==> src/rtl/p4_pkg.sv <==
// Shared types for the P4 aggregation datapath: packet layout, port count and
// arbiter state encoding.
package p4_pkg;

  localparam int P4_N_IN  = 4;
  localparam int P4_IDX_W = 2;

  typedef struct packed {
    logic [15:0] eth_type;
    logic [31:0] next_idx;
    logic [31:0] bitmap;
    logic [31:0] index;
  } p4_head_t;

  typedef struct packed {
    p4_head_t head;
    logic     is_empty;
  } p4_pkt_t;

  localparam int P4_PKT_W = $bits(p4_pkt_t);

  typedef enum logic {
    ST_IDLE = 1'b0,
    ST_BUSY = 1'b1
  } p4_state_t;

  // A packet carrying payload closes the burst it belongs to.
  function automatic logic is_burst_end(input p4_pkt_t pkt);
    return !pkt.is_empty;
  endfunction

endpackage

==> src/rtl/p4_reg_slice.sv <==
// One-entry ready/valid pipeline register. It accepts a new word whenever it is
// empty or being drained in the same cycle, so it sustains full throughput.
module p4_reg_slice #(
  parameter int W = 113
) (
  input  logic         clock,
  input  logic         reset,
  input  logic         in_valid,
  output logic         in_ready,
  input  logic [W-1:0] in_data,
  output logic         out_valid,
  input  logic         out_ready,
  output logic [W-1:0] out_data
);

  assign in_ready = !out_valid || out_ready;

  // Data only moves on a load, which keeps it stable while a stalled word waits.
  always_ff @(posedge clock or posedge reset) begin
    if (reset) begin
      out_valid <= 1'b0;
      out_data  <= '0;
    end else if (in_valid && in_ready) begin
      out_valid <= 1'b1;
      out_data  <= in_data;
    end else if (out_ready) begin
      out_valid <= 1'b0;
    end
  end

endmodule

==> src/rtl/p4_arbiter.sv <==
// Index-driven 4:1 packet arbiter: each accepted io_idx selects one input port,
// whose packets are forwarded in order up to and including the first non-empty one.
module p4_arbiter (
  input  logic        clock,
  input  logic        reset,

  input  logic        io_in_0_valid,
  output logic        io_in_0_ready,
  input  logic [15:0] io_in_0_bits_head_eth_type,
  input  logic [31:0] io_in_0_bits_head_next_idx,
  input  logic [31:0] io_in_0_bits_head_bitmap,
  input  logic [31:0] io_in_0_bits_head_index,
  input  logic        io_in_0_bits_is_empty,

  input  logic        io_in_1_valid,
  output logic        io_in_1_ready,
  input  logic [15:0] io_in_1_bits_head_eth_type,
  input  logic [31:0] io_in_1_bits_head_next_idx,
  input  logic [31:0] io_in_1_bits_head_bitmap,
  input  logic [31:0] io_in_1_bits_head_index,
  input  logic        io_in_1_bits_is_empty,

  input  logic        io_in_2_valid,
  output logic        io_in_2_ready,
  input  logic [15:0] io_in_2_bits_head_eth_type,
  input  logic [31:0] io_in_2_bits_head_next_idx,
  input  logic [31:0] io_in_2_bits_head_bitmap,
  input  logic [31:0] io_in_2_bits_head_index,
  input  logic        io_in_2_bits_is_empty,

  input  logic        io_in_3_valid,
  output logic        io_in_3_ready,
  input  logic [15:0] io_in_3_bits_head_eth_type,
  input  logic [31:0] io_in_3_bits_head_next_idx,
  input  logic [31:0] io_in_3_bits_head_bitmap,
  input  logic [31:0] io_in_3_bits_head_index,
  input  logic        io_in_3_bits_is_empty,

  output logic        io_out_valid,
  input  logic        io_out_ready,
  output logic [15:0] io_out_bits_head_eth_type,
  output logic [31:0] io_out_bits_head_next_idx,
  output logic [31:0] io_out_bits_head_bitmap,
  output logic [31:0] io_out_bits_head_index,
  output logic        io_out_bits_is_empty,

  input  logic        io_idx_valid,
  output logic        io_idx_ready,
  input  logic [1:0]  io_idx_bits
);

  import p4_pkg::*;

  p4_state_t            state;
  logic [P4_IDX_W-1:0]  sel;
  logic                 idx_rdy;
  logic [P4_N_IN-1:0]   in_valid;
  logic [P4_N_IN-1:0]   in_ready;
  p4_pkt_t              in_pkt [P4_N_IN];
  p4_pkt_t              sel_pkt;
  p4_pkt_t              out_pkt;
  logic                 busy;
  logic                 sel_valid;
  logic                 slot_free;
  logic                 take;
  logic                 idx_fire;

  assign in_valid = {io_in_3_valid, io_in_2_valid, io_in_1_valid, io_in_0_valid};

  assign in_pkt[0] = {io_in_0_bits_head_eth_type, io_in_0_bits_head_next_idx,
                      io_in_0_bits_head_bitmap, io_in_0_bits_head_index,
                      io_in_0_bits_is_empty};
  assign in_pkt[1] = {io_in_1_bits_head_eth_type, io_in_1_bits_head_next_idx,
                      io_in_1_bits_head_bitmap, io_in_1_bits_head_index,
                      io_in_1_bits_is_empty};
  assign in_pkt[2] = {io_in_2_bits_head_eth_type, io_in_2_bits_head_next_idx,
                      io_in_2_bits_head_bitmap, io_in_2_bits_head_index,
                      io_in_2_bits_is_empty};
  assign in_pkt[3] = {io_in_3_bits_head_eth_type, io_in_3_bits_head_next_idx,
                      io_in_3_bits_head_bitmap, io_in_3_bits_head_index,
                      io_in_3_bits_is_empty};

  assign busy      = (state == ST_BUSY);
  assign sel_pkt   = in_pkt[sel];
  assign sel_valid = busy && in_valid[sel];
  assign take      = sel_valid && slot_free;
  assign idx_fire  = io_idx_valid && idx_rdy;

  // Only the selected port sees ready, and only when the output slot can take a word.
  always_comb begin
    in_ready = '0;
    if (busy && slot_free) begin
      in_ready[sel] = 1'b1;
    end
  end

  assign io_in_0_ready = in_ready[0];
  assign io_in_1_ready = in_ready[1];
  assign io_in_2_ready = in_ready[2];
  assign io_in_3_ready = in_ready[3];
  assign io_idx_ready  = idx_rdy;

  // idx_rdy mirrors IDLE but is held low through reset, so it only rises on the
  // first clock after reset is released.
  always_ff @(posedge clock or posedge reset) begin
    if (reset) begin
      state   <= ST_IDLE;
      sel     <= '0;
      idx_rdy <= 1'b0;
    end else begin
      case (state)
        ST_IDLE: begin
          if (idx_fire) begin
            sel     <= io_idx_bits;
            state   <= ST_BUSY;
            idx_rdy <= 1'b0;
          end else begin
            idx_rdy <= 1'b1;
          end
        end
        ST_BUSY: begin
          if (take && is_burst_end(sel_pkt)) begin
            state   <= ST_IDLE;
            idx_rdy <= 1'b1;
          end
        end
        default: begin
          state   <= ST_IDLE;
          idx_rdy <= 1'b0;
        end
      endcase
    end
  end

  p4_reg_slice #(
    .W (P4_PKT_W)
  ) u_out_slice (
    .clock     (clock),
    .reset     (reset),
    .in_valid  (sel_valid),
    .in_ready  (slot_free),
    .in_data   (sel_pkt),
    .out_valid (io_out_valid),
    .out_ready (io_out_ready),
    .out_data  (out_pkt)
  );

  assign io_out_bits_head_eth_type = out_pkt.head.eth_type;
  assign io_out_bits_head_next_idx = out_pkt.head.next_idx;
  assign io_out_bits_head_bitmap   = out_pkt.head.bitmap;
  assign io_out_bits_head_index    = out_pkt.head.index;
  assign io_out_bits_is_empty      = out_pkt.is_empty;

endmodule

==> config.mk <==
export PLATFORM = sky130hd
export DESIGN_NAME = p4_arbiter
export DESIGN_NICKNAME = d
export VERILOG_FILES = /design/src/rtl/p4_pkg.sv /design/src/rtl/p4_reg_slice.sv /design/src/rtl/p4_arbiter.sv
export SDC_FILE = /design/constraint.sdc
export NUM_CORES = 1
export LEC_CHECK = 0
export CORE_AREA = 2 2 226 228
export DETAILED_ROUTE_END_ITERATION = 10
export DIE_AREA = 0 0 228 230
export PLACE_DENSITY = 0.5
export SKIP_CTS_REPAIR_TIMING = 1
export SYNTH_ARGS = -nofsm -noshare
export SYNTH_HDL_FRONTEND = slang
export SYNTH_SLANG_ARGS = --single-unit
==> constraint.sdc <==
create_clock -name clock -period 4.8 [get_ports clock]
set_input_delay 0.48 -clock clock [delete_from_list [all_inputs] [get_ports clock]]
set_output_delay 0.48 -clock clock [all_outputs]
set_load 0.005 [all_outputs]
# Word-level counts from Yosys, hierarchy flattened
# Cells that the tools add are included.
dict set report word_totals {
  regBits 118
  in_bits 462
  output_inout_bits 119
}
dict set report op_classes {
  n_bitwise 2
  muxes 16
  eq_ne 1
  n_reduce_logical 11
  order_cmp 3
}
# op n
set op_table {}
lappend op_table {{113-bit binary-select mux with 2-bit select} 1}
lappend op_table {{113-bit two-way mux} 2}
lappend op_table {{1-bit two-way mux} 8}
lappend op_table {{1-bit logical AND} 6}
lappend op_table {{4-bit two-way mux} 1}
lappend op_table {{1-bit case mux with 2 select lines} 2}
lappend op_table {{3-bit >= comparator, second input constant} 1}
lappend op_table {{2-bit by 3-bit less-than comparator with 1-bit output, second input constant} 1}
lappend op_table {{2-bit NOT with 3-bit output} 1}
lappend op_table {{1-bit binary-select mux with 2-bit select} 1}
lappend op_table {{1-bit demux with 2-bit select} 1}
lappend op_table {{2-bit by 1-bit >= comparator with 1-bit output, second input constant} 1}
lappend op_table {{1-bit zero test} 2}
lappend op_table {{2-bit by 1-bit != test with 1-bit output, second input constant} 1}
lappend op_table {{2-bit AND reduction} 1}
lappend op_table {{2-bit nonzero test} 1}
lappend op_table {{1-bit logical OR} 1}
lappend op_table {{1-bit NOT} 1}

# Logic depth before layout (Yosys ltp)
# Gate-level depths: netlist of run 1.
dict set report logic_depth {
  word_depth 8
  ltp_mapped 6
  mapped_depth_nobuf 4
}

# Hierarchy
# A second synthesis of run 1 with hierarchy kept.
dict set report unflattened {
  cells_unflattened 407
  hier_area_um2 7534.7
}
# mod cells_each area_per_inst_um2 n_inst
set modules_own_cells {}
lappend modules_own_cells {p4_reg_slice 243 4528.1 1}
lappend modules_own_cells {p4_arbiter 164 3006.6 1}

# Worst setup path before layout of run 1
# No wires, ideal clock.
dict set report synth_timing {
  kind {register to register}
  startpoint {register sel[0]}
  endpoint {register u_out_slice.out_data[33]}
  setup_ns 0.127
  arrival_time_ns 1.688
  slack_ns 2.985
  stages_incl_launch_ff 6
  n_path_buf 3
  path_cell_list {dfrtp_1 -> buf_4 -> buf_6 -> buf_2 -> mux4_2 -> mux2_1}
}
dict set report synth_via {
  elab_chain_len 4
}
# element line_no
set synth_rtl {}
lappend synth_rtl {{start, declared} p4_arbiter.sv:55} ;# logic [P4_IDX_W-1:0] sel;
lappend synth_rtl {{start signal, assigned} p4_arbiter.sv:114} ;# sel <= io_idx_bits;
lappend synth_rtl {{2-bit NOT with 3-bit output (implied by the code) or 1-bit binary-select mux with 2-bit select (tied branches)} {p4_arbiter.sv:84, p4_arbiter.sv:85}}
lappend synth_rtl {{113-bit binary-select mux with 2-bit select or 1-bit two-way mux (tied branches)} {p4_arbiter.sv:84, p4_arbiter.sv:85}}
lappend synth_rtl {{113-bit two-way mux (implied by the code) or 1-bit logical AND (tied branches)} {p4_arbiter.sv:84, p4_arbiter.sv:85}}
lappend synth_rtl {{113-bit two-way mux (implied by the code) or 1-bit logical AND (tied branches)} {p4_arbiter.sv:84, p4_reg_slice.sv:23}}
lappend synth_rtl {{end signal, assigned} p4_reg_slice.sv:25} ;# out_data <= in_data;
lappend synth_rtl {{end, declared} p4_reg_slice.sv:13} ;# output logic [W-1:0] out_data
# Several ways; a longest one is shown, not always the timed one. The select of a mux whose other input is x is not followed.
# A chain may end at the register's enable or synchronous reset.

# Worst setup path in the final report of run 1
dict set report layout_timing {
  startpoint {register sel[0]}
  endpoint {output port io_in_0_ready}
}
dict set report layout_via {
  elab_chain_len 5
}
# element line_no
set layout_rtl {}
lappend layout_rtl {{2-bit by 3-bit less-than comparator with 1-bit output (implied by the code) or 2-bit by 1-bit >= comparator with 1-bit output (tied branches)} p4_arbiter.sv:93} ;# in_ready[sel] = 1'b1;
lappend layout_rtl {{1-bit logical AND (implied by the code)} p4_arbiter.sv:93}
lappend layout_rtl {{1-bit two-way mux (implied by the code)} p4_arbiter.sv:93}
lappend layout_rtl {{1-bit demux with 2-bit select (*)} p4_arbiter.sv:93}
lappend layout_rtl {{4-bit two-way mux (*)} p4_arbiter.sv:92} ;# if (busy && slot_free) begin
lappend layout_rtl {{end, declared} p4_arbiter.sv:8} ;# output logic io_in_0_ready,
# Every way passes the cells marked *; elsewhere a longest branch is shown, timed or not.

==> flow_metrics.py, run 1 <==
metrics = {
    "detailed_routing": {
        "viasPerCell": 3.768,
        "first_iter_violations": 212,
        "routedWlPerCell_um": 18.89,
        "finalWirelength_um": 31220,
        "drt-pass1-iter-count": 4,
        "vias": 6229,
        "drc": 0,
        "ant_nets": 0,
    },
    "floorplanning": {
        "rows": 82,
        "dieArea_um2": 52440,
        "ioPinCount": 581,
        "start_util_pct": 14.30,
        "coreArea_um2": 49860,
        "die_w_um": 228,
        "chipHeight_um": 230,
    },
    "cts": {
        "cts_tree": "yes",
        "cts_buffers": 17,
        "clock_latency_ns": 0.43,
        "h-tree-depth": 4,
        "clk_pin_slew_ns": 0.06,
        "cts.sinks": 118,
        "clk_path_buf_depth": 2,
        "clock-root-buffer": "clkbuf_16",
    },
    "critical_path": {
        "critPathSlowestCell": "buf_4",
        "cp_num_buf_inv": 2,
        "slowest_delay_ns": 0.72,
        "path_max_fanout": 46,
        "crit_arrival_ns": 2.36,
        "endpoint_kind": "primary output",
        "worstPathRequired_ns": 4.32,
        "critPathTopFamily": "buffers and inverters",
        "crit_path_cell_trace": "buf_4 > nor3_1 > clkdlybuf4s50_1",
        "crit_type": "flip-flop to primary output",
        "start_kind": "flip-flop",
        "r2r_slack_ns": 2.01,
    },
    "worst_hold_path": {
        "hold_path_class": "input pin to asynchronous set/reset pin",
    },
    "global_routing": {
        "grt_overflow": 0,
        "grt_pass1_vias": 7140,
        "grt_max_degree": 64,
        "track_usage_pct": 12.01,
        "grt_pass1_wl_um": 46640,
        "antenna_found_initial": 3,
    },
    "logic_synthesis": {
        "synth_sequential_area_ratio_pct": 41.42,
        "synth.cell_area_um2": 7129,
        "synthTopCellsByArea": "dfrtp_1 (41%), mux4_2 (36%), mux2_2 (10%)",
        "synth_fp_nets": 862,
        "avgSynthCellArea_um2": 17.82,
        "ys_ff_latch": 118,
        "yosys.area.top_type": "dfrtp_1",
        "postSynthCellCount": 400,
        "yosysUniqueCellTypes": 19,
        "yosys_warnings": 0,
        "synth_top_area_share_pct": 41.42,
    },
    "power_and_ir_drop": {
        "p_comb_share_pct": 56.4,
        "seqPwrFrac_pct": 26.3,
        "p_leak_nw": 5.211,
        "p_total_mw": 7.372,
        "vdd_drop_max_mv": 0.2850,
        "p_per_area_nw_per_um2": 518.1,
        "power.internal_mw": 5.050,
        "switching_share_pct": 31.51,
        "switchingPower_mw": 2.323,
        "clkPwrFrac_pct": 17.3,
    },
    "timing": {
        "fmax_mhz": 352.5,
        "tns_ns": 0,
        "rsz0062_at_grt": "false",
        "slew_violations": 0,
        "tightest_slew_ns": 0.8948,
        "fin_crit_ns": 2.837,
        "hold_viol": 0,
        "setup_viol": 0,
        "worst_clock_skew_ns": 0.01165,
        "slew_headroom_pct": 40.35,
        "fin_crit_sh_pct": 59.11,
    },
    "cells_and_area": {
        "synthToLayoutAreaGrowth_pct": 99.58,
        "mostFrequentLayoutCells": "clkdlybuf4s50_1 (580), dfrtp_1 (116), mux4_2 (114)",
        "drive_gt1_share_pct": 22.32,
        "layout_commonest_cell": "clkdlybuf4s50_1",
        "fillers": 5124,
        "antenna_cells": 0,
        "final_area_um2": 14230,
        "fin_nets": 1430,
    },
    "placement": {
        "place_area_um2": 13650,
        "dp_hpwl_um": 25550,
        "gp_congestion": 0.8928,
        "port_buffers": 580,
    },
    "outcome": {
        "status": "completed",
    },
    "job": {
        "cap_viol_max_count": 0,
    },
}
## path summary, 6_finish.rpt
check                                         start                        to  cells past startpoint
setup / recovery                             sel[0]             io_in_0_ready                      3
hold / removal                                reset  u_out_slice.out_data[76]                      2
setup reg to reg                             sel[1]  u_out_slice.out_data[75]                      4
hold reg to reg            u_out_slice.out_data[43]  u_out_slice.out_data[43]                      1
max in group asynchronous                     reset  u_out_slice.out_data[34]                      3
min in group clock         u_out_slice.out_data[43]  u_out_slice.out_data[43]                      1
## synthesized netlist by cell type (all sizes together)
master / count
dfrtp: 118
mux2: 115
mux4: 114
buf: 27
clkbuf: 11
nand2: 3
inv: 2
nand3: 2
nor2: 2
nor3: 2
nand2b: 1
nand3b: 1
o21a: 1
o21ai: 1
## metal layers
metal | part of all wire [%] | up-vias | global-route usage, % | routed length [µm]
li1 | - | 2789 | - | -
met1 | 38 | 3105 | 13.42 | 11900
met2 | 53 | 308 | 21.48 | 16460
met3 | 7.6 | 25 | 4.142 | 2379
met4 | 1.5 | 2 | 3.595 | 467
met5 | 0.042 | - | 0 | 13
## final cells by class
class	instances	area [µm²]	area share (%)
Clock inverter	8	97.59	0.6859
Tap cell	672	840.8	5.909
Inverter	2	12.51	0.08794
Timing Repair Buffer	587	5896	41.44
Clock buffer	24	481.7	3.386
Multi-Input combinational cell	242	3940	27.69
Sequential cell	118	2960	20.81
## cells by family after synthesis
kind of cell           Yosys count  synth area share [%]
AOI/OAI and AO/OA                2                0.1755
buffers and inverters           40                 3.422
DFF                            118                 41.42
muxes                          229                 54.18
and+or+nand+nor                 11                0.8074
## state kept, by name, summed over array words and instances (netlist names)
name	cells
u_out_slice.out_data	113
io_idx_ready	1
sel	2
u_out_slice.out_valid	1
busy	1
## through the flow
step	setup slack [ns]	hold slack, ns	std cells	util, %
2_1_floorplan	1.191	0.4889	400	-
3_3_place_gp	1.970	0.4727	1621	27.37
3_5_place_dp	1.920	0.4799	1621	27.37
4_1_cts	1.808	0.4767	1653	28.54
5_1_grt	1.696	0.5011	1653	28.54
6_report	1.963	0.4775	1653	28.54
## power groups by stage
| stage | sequential [mW] | clock [mW] | combinational [mW] |
|---|---|---|---|
| floorplan | 1.83 | 0 | 2.38 |
| global placement | 1.95 | 0 | 4.27 |
| detailed placement | 1.97 | 0 | 4.28 |
| CTS | 1.96 | 1.34 | 4.29 |
| global route | 2.02 | 1.39 | 4.48 |
| finish | 1.94 | 1.28 | 4.16 |
(Power assumes the default switching activity.)
==> inputs of run 2 (changes only) <==
- CORE_AREA: 2 2 226 228 -> 2 2 223 225
- DIE_AREA: 0 0 228 230 -> 0 0 225 227
- PLACE_DENSITY: 0.5 -> 0.52
- clock period: 4.8 -> 2.45 ns (I/O delays scaled with it)
==> run 2 against run 1 <==
  * Critical path depth up 1
  * Critical path type unchanged
  * Flip-flop and latch count unchanged
  * Via count up 0.37%
  * Sequential share of layout area down 0.093 points
  * Total power up 98%
  * Clock skew down 0.0032 ns
  * Wire length down 0.69%
  * Sequential power up 86%
  * Largest cell class unchanged
  * Core utilization up 0.91 points
  * Non-clock buffer count up 8
  * Combinational power up 110%
  * Largest power group unchanged
  * Clock-buffer cell count down 2
==> flow_metrics.py, run 2 (same netlist as run 1, synthesis figures left out) <==
metrics = {
    "cts": {
        "clock_latency_ns": 0.44,
        "h-tree-depth": 4,
        "clk_pin_slew_ns": 0.06,
        "clock-root-buffer": "clkbuf_16",
        "cts_tree": "yes",
        "clk_path_buf_depth": 2,
        "cts_buffers": 17,
        "cts.sinks": 118,
    },
    "critical_path": {
        "r2r_slack_ns": 0.48,
        "start_kind": "flip-flop",
        "r2r_start": "sel[0]",
        "endpoint_kind": "primary output",
        "r2r_end": "u_out_slice.out_data[73]",
        "crit_type": "flip-flop to primary output",
        "crit_arrival_ns": 1.89,
        "r2r_cells": 4,
        "path_max_fanout": 4,
        "worstPathRequired_ns": 2.20,
    },
    "detailed_routing": {
        "drc": 0,
        "ant_nets": 0,
        "viasPerCell": 3.878,
        "finalWirelength_um": 31010,
        "first_iter_violations": 216,
        "routedWlPerCell_um": 19.23,
        "vias": 6252,
        "drt-pass1-iter-count": 4,
    },
    "timing": {
        "fin_crit_ns": 2.137,
        "hold_viol": 0,
        "fin_crit_sh_pct": 87.24,
        "fin_hold_ws_ns": 0.3363,
        "slew_violations": 0,
        "tightest_slew_ns": 0.7382,
        "fmax_mhz": 467.9,
        "tns_ns": 0,
        "slew_headroom_pct": 50.79,
        "worst_clock_skew_ns": 0.008478,
        "setup_viol": 0,
        "rsz0062_at_grt": "false",
    },
    "global_routing": {
        "track_usage_pct": 11.73,
        "use_met2_pct": 20.11,
        "grt_pass1_vias": 6898,
        "antenna_found_initial": 4,
        "gr-max-usage-layer": "met2",
        "grt_overflow": 0,
        "grt_pass1_wl_um": 43470,
        "met3_usage_pct": 4.440,
        "grtUsageMet1_pct": 13.48,
        "grt_max_degree": 119,
    },
    "placement": {
        "port_buffers": 580,
        "place_area_um2": 13720,
        "gp_congestion": 0.8065,
        "dp_hpwl_um": 25350,
    },
    "cells_and_area": {
        "top_regs": "u_out_slice.out_data (113), sel (2)",
        "layout_commonest_cell": "clkdlybuf4s50_1",
        "fin_nets": 1438,
        "final_area_um2": 14290,
        "drive_gt1_share_pct": 23.38,
        "mostFrequentLayoutCells": "clkdlybuf4s50_1 (579), dfrtp_1 (116), mux4_2 (114)",
        "synthToLayoutAreaGrowth_pct": 100.5,
        "largest_register": "u_out_slice.out_data",
        "largest_reg_flops": 113,
    },
    "outcome": {
        "status": "completed",
    },
    "floorplanning": {
        "dieArea_um2": 51080,
        "ioPinCount": 581,
        "die_w_um": 225,
        "chipHeight_um": 227,
        "rows": 81,
        "start_util_pct": 14.69,
        "coreArea_um2": 48550,
    },
    "job": {
        "cap_viol_max_count": 0,
    },
    "power_and_ir_drop": {
        "p_per_area_nw_per_um2": 1023,
        "p_leak_nw": 5.282,
        "p_total_mw": 14.62,
        "vdd_drop_max_mv": 0.4258,
    },
    "worst_hold_path": {
        "hold_path_class": "input pin to asynchronous set/reset pin",
    },
}
## run 2: layout make-up
type                            instances  area [µm²]
Clock buffer                           22       494.2
Antenna cell                            2       5.005
Timing Repair Buffer                  595        6028
Clock inverter                          9       75.07
Sequential cell                       118        2960
Fill cell                            4941       34250
Tap cell                              622       778.2
Inverter                                2       11.26
Multi-Input combinational cell        242        3940
## run 2: stage by stage
stage	utilization, %	setup slack, ns	instances
2_1_floorplan	-	0.6345	400
3_3_place_gp	28.26	0.1264	1579
3_5_place_dp	28.26	0.08329	1579
4_1_cts	29.43	0.2373	1610
5_1_grt	29.44	0.1156	1612
6_report	29.44	0.3127	1612
## run 2: where the power goes
| group | switching (mW) | internal (mW) | total (mW) | leakage (nW) |
|---|---|---|---|---|
| Sequential | 0.583 | 3.02 | 3.60 | 1.38 |
| Combinational | 3.07 | 5.51 | 8.58 | 3.62 |
| Clock | 0.930 | 1.51 | 2.44 | 0.283 |
| Total | 4.58 | 10.0 | 14.6 | 5.28 |
## run 2: critical path, stage by stage (launching register included)
cell and delay (ns):
dfrtp_1 0.37, nand2b_1 0.28, nand2_1 0.12, nor3_1 0.15, clkdlybuf4s50_1 0.53
## run 2: worst max-delay path by stage
stage | startpoint | endpoint | depth (start not counted) | slack, ns
after floorplan | sel[0] | u_out_slice.out_data[33] | 5 | 0.63
after global placement | io_in_0_valid | u_out_slice.out_data[75] | 5 | 0.13
after detailed placement | io_in_0_valid | u_out_slice.out_data[73] | 5 | 0.08
after CTS | u_out_slice.out_valid | io_in_0_ready | 4 | 0.24
after global routing | u_out_slice.out_valid | io_in_0_ready | 4 | 0.12
final | u_out_slice.out_valid | io_in_0_ready | 4 | 0.31
## run 2: routing by layer
metal | part of all wire, % | routed length (µm)
met5 | 0.023 | 7
met1 | 38 | 11810
met3 | 8.8 | 2725
met4 | 1.5 | 463
met2 | 52 | 16000
==> inputs of run 3 (changes only) <==
- REMOVE_ABC_BUFFERS: default -> 1
==> run 3 against run 2 <==
  * Global-route usage decreased by 0.084 points
  * Wire length down 0.29%
  * Die area unchanged
  * Sequential share of layout area is 0.20 points lower
  * Critical endpoint is now io_in_1_ready
==> flow_metrics.py, run 3 (same netlist as run 1, synthesis figures left out) <==
metrics = {
    "critical_path": {
        "crit_end": "io_in_1_ready",
        "r2r_cells": 5,
        "r2r_end": "u_out_slice.out_data[102]",
        "crit_start": "sel[0]",
        "slowest_delay_ns": 0.53,
        "endpoint_kind": "primary output",
        "crit_path_cell_trace": "buf_16 > inv_1 > nor3_1 > clkdlybuf4s50_1",
        "start_kind": "flip-flop",
        "r2r_slack_ns": 0.40,
        "crit_type": "flip-flop to primary output",
        "critPathSlowestCell": "clkdlybuf4s50_1",
        "crit_arrival_ns": 1.97,
        "r2r_start": "sel[0]",
        "path_max_fanout": 27,
        "worstPathRequired_ns": 2.20,
    },
    "detailed_routing": {
        "vias": 6252,
        "ant_nets": 0,
        "drc": 0,
        "viasPerCell": 3.859,
        "first_iter_violations": 204,
        "finalWirelength_um": 30920,
        "drt-pass1-iter-count": 4,
        "routedWlPerCell_um": 19.08,
    },
    "power_and_ir_drop": {
        "switchingPower_mw": 4.588,
        "power.internal_mw": 10.29,
        "switching_share_pct": 30.84,
        "vdd_drop_max_mv": 0.6332,
        "p_comb_share_pct": 58.6,
        "p_per_area_nw_per_um2": 1031,
        "seqPwrFrac_pct": 24.4,
        "p_leak_nw": 5.345,
        "clkPwrFrac_pct": 17.0,
        "p_total_mw": 14.88,
    },
    "cells_and_area": {
        "mostFrequentLayoutCells": "clkdlybuf4s50_1 (580), dfrtp_1 (116), mux4_2 (114)",
        "largest_reg_flops": 113,
        "largest_register": "u_out_slice.out_data",
        "fillers": 4932,
        "synthToLayoutAreaGrowth_pct": 102.4,
        "layout_commonest_cell": "clkdlybuf4s50_1",
        "drive_gt1_share_pct": 23.67,
        "fin_nets": 1446,
        "top_regs": "u_out_slice.out_data (113), sel (2)",
        "finish.utilization_pct": 29.73,
    },
    "cts": {
        "cts_tree": "yes",
        "cts_buffers": 17,
        "h-tree-depth": 4,
        "cts.sinks": 118,
        "clock-root-buffer": "clkbuf_16",
        "clk_path_buf_depth": 2,
        "clk_pin_slew_ns": 0.05,
        "clock_latency_ns": 0.42,
    },
    "timing": {
        "slew_headroom_pct": 67.04,
        "tns_ns": 0,
        "fin_crit_ns": 2.219,
        "rsz0062_at_grt": "false",
        "hold_viol": 0,
        "worst_clock_skew_ns": 0.007551,
        "fmax_mhz": 450.6,
        "fin_crit_sh_pct": 90.59,
        "setup_viol": 0,
        "slew_violations": 0,
        "fin_hold_ws_ns": 0.1938,
        "tightest_slew_ns": 0.4945,
    },
    "floorplanning": {
        "chipHeight_um": 227,
        "dieArea_um2": 51080,
        "coreArea_um2": 48550,
        "die_w_um": 225,
        "ioPinCount": 581,
        "start_util_pct": 14.69,
        "rows": 81,
    },
    "outcome": {
        "status": "completed",
    },
    "worst_hold_path": {
        "hold_path_class": "input pin to asynchronous set/reset pin",
    },
    "global_routing": {
        "grt_overflow": 0,
        "grt_pass1_wl_um": 43510,
        "track_usage_pct": 11.65,
        "antenna_found_initial": 3,
        "grt_max_degree": 58,
        "grt_pass1_vias": 7148,
    },
    "placement": {
        "port_buffers": 580,
        "dp_hpwl_um": 25680,
        "gp_congestion": 0.8059,
    },
    "job": {
        "cap_viol_max_count": 0,
    },
}
-- run 3: layout make-up --
class | instances | area, µm² | share of cell area, %
diodes | 1 | 2.502 | 0.01734
clock buffers | 25 | 505.5 | 3.502
clock inverters | 7 | 92.59 | 0.6415
inverters | 2 | 12.51 | 0.08669
multi-input cells | 242 | 3940 | 27.30
flip-flops and latches | 118 | 2960 | 20.51
well taps | 622 | 778.2 | 5.392
repair buffers | 603 | 6141 | 42.55
-- run 3: power by group through the flow --
stage	Clock [mW]	Sequential, mW	Combinational, mW
6_report	2.53	3.63	8.73
2_1_floorplan	0	4.06	3.65
3_3_place_gp	0	3.63	8.83
4_1_cts	2.64	3.64	8.89
5_1_grt	2.75	3.78	9.40
3_5_place_dp	0	3.65	8.86
-- run 3: worst min-delay path by stage --
| stage | from | slack, ns | to |
|---|---|---|---|
| finish | reset | 0.19 | u_out_slice.out_data[45] |
| global route | reset | 0.20 | u_out_slice.out_data[45] |
| CTS | reset | 0.19 | u_out_slice.out_data[45] |
| floorplan | io_idx_bits[0] | 0.40 | sel[0] |
| global placement | u_out_slice.out_data[62] | 0.47 | u_out_slice.out_data[62] |
| detailed placement | u_out_slice.out_data[60] | 0.48 | u_out_slice.out_data[60] |
-- run 3: per-stage QoR --
stage	instance area [µm²]	setup slack [ns]	cells
detailed placement	13800	0.2783	1586
floorplan	6893	-5.182	362
global route	14430	0.07246	1619
CTS	14400	0.04145	1618
finish	14430	0.2306	1620
global placement	13800	0.2980	1586
-- run 3: critical path: cells and delay by family, from the launching register on --
| kind | cells | cell delay (ns) |
|---|---|---|
| buffers and inverters | 3 | 0.85 |
| DFF | 1 | 0.52 |
| and+or+nand+nor | 1 | 0.17 |
-- run 3: routing by layer --
| metal | vias to the layer above | share of wire, % | global-route usage (%) |
|---|---|---|---|
| met3 | 19 | 9.2 | 4.698 |
| met2 | 318 | 53 | 21.15 |
| met4 | 4 | 1.7 | 4.038 |
| li1 | 2829 | - | - |
| met5 | - | 0.074 | 0 |
| met1 | 3082 | 36 | 12.16 |
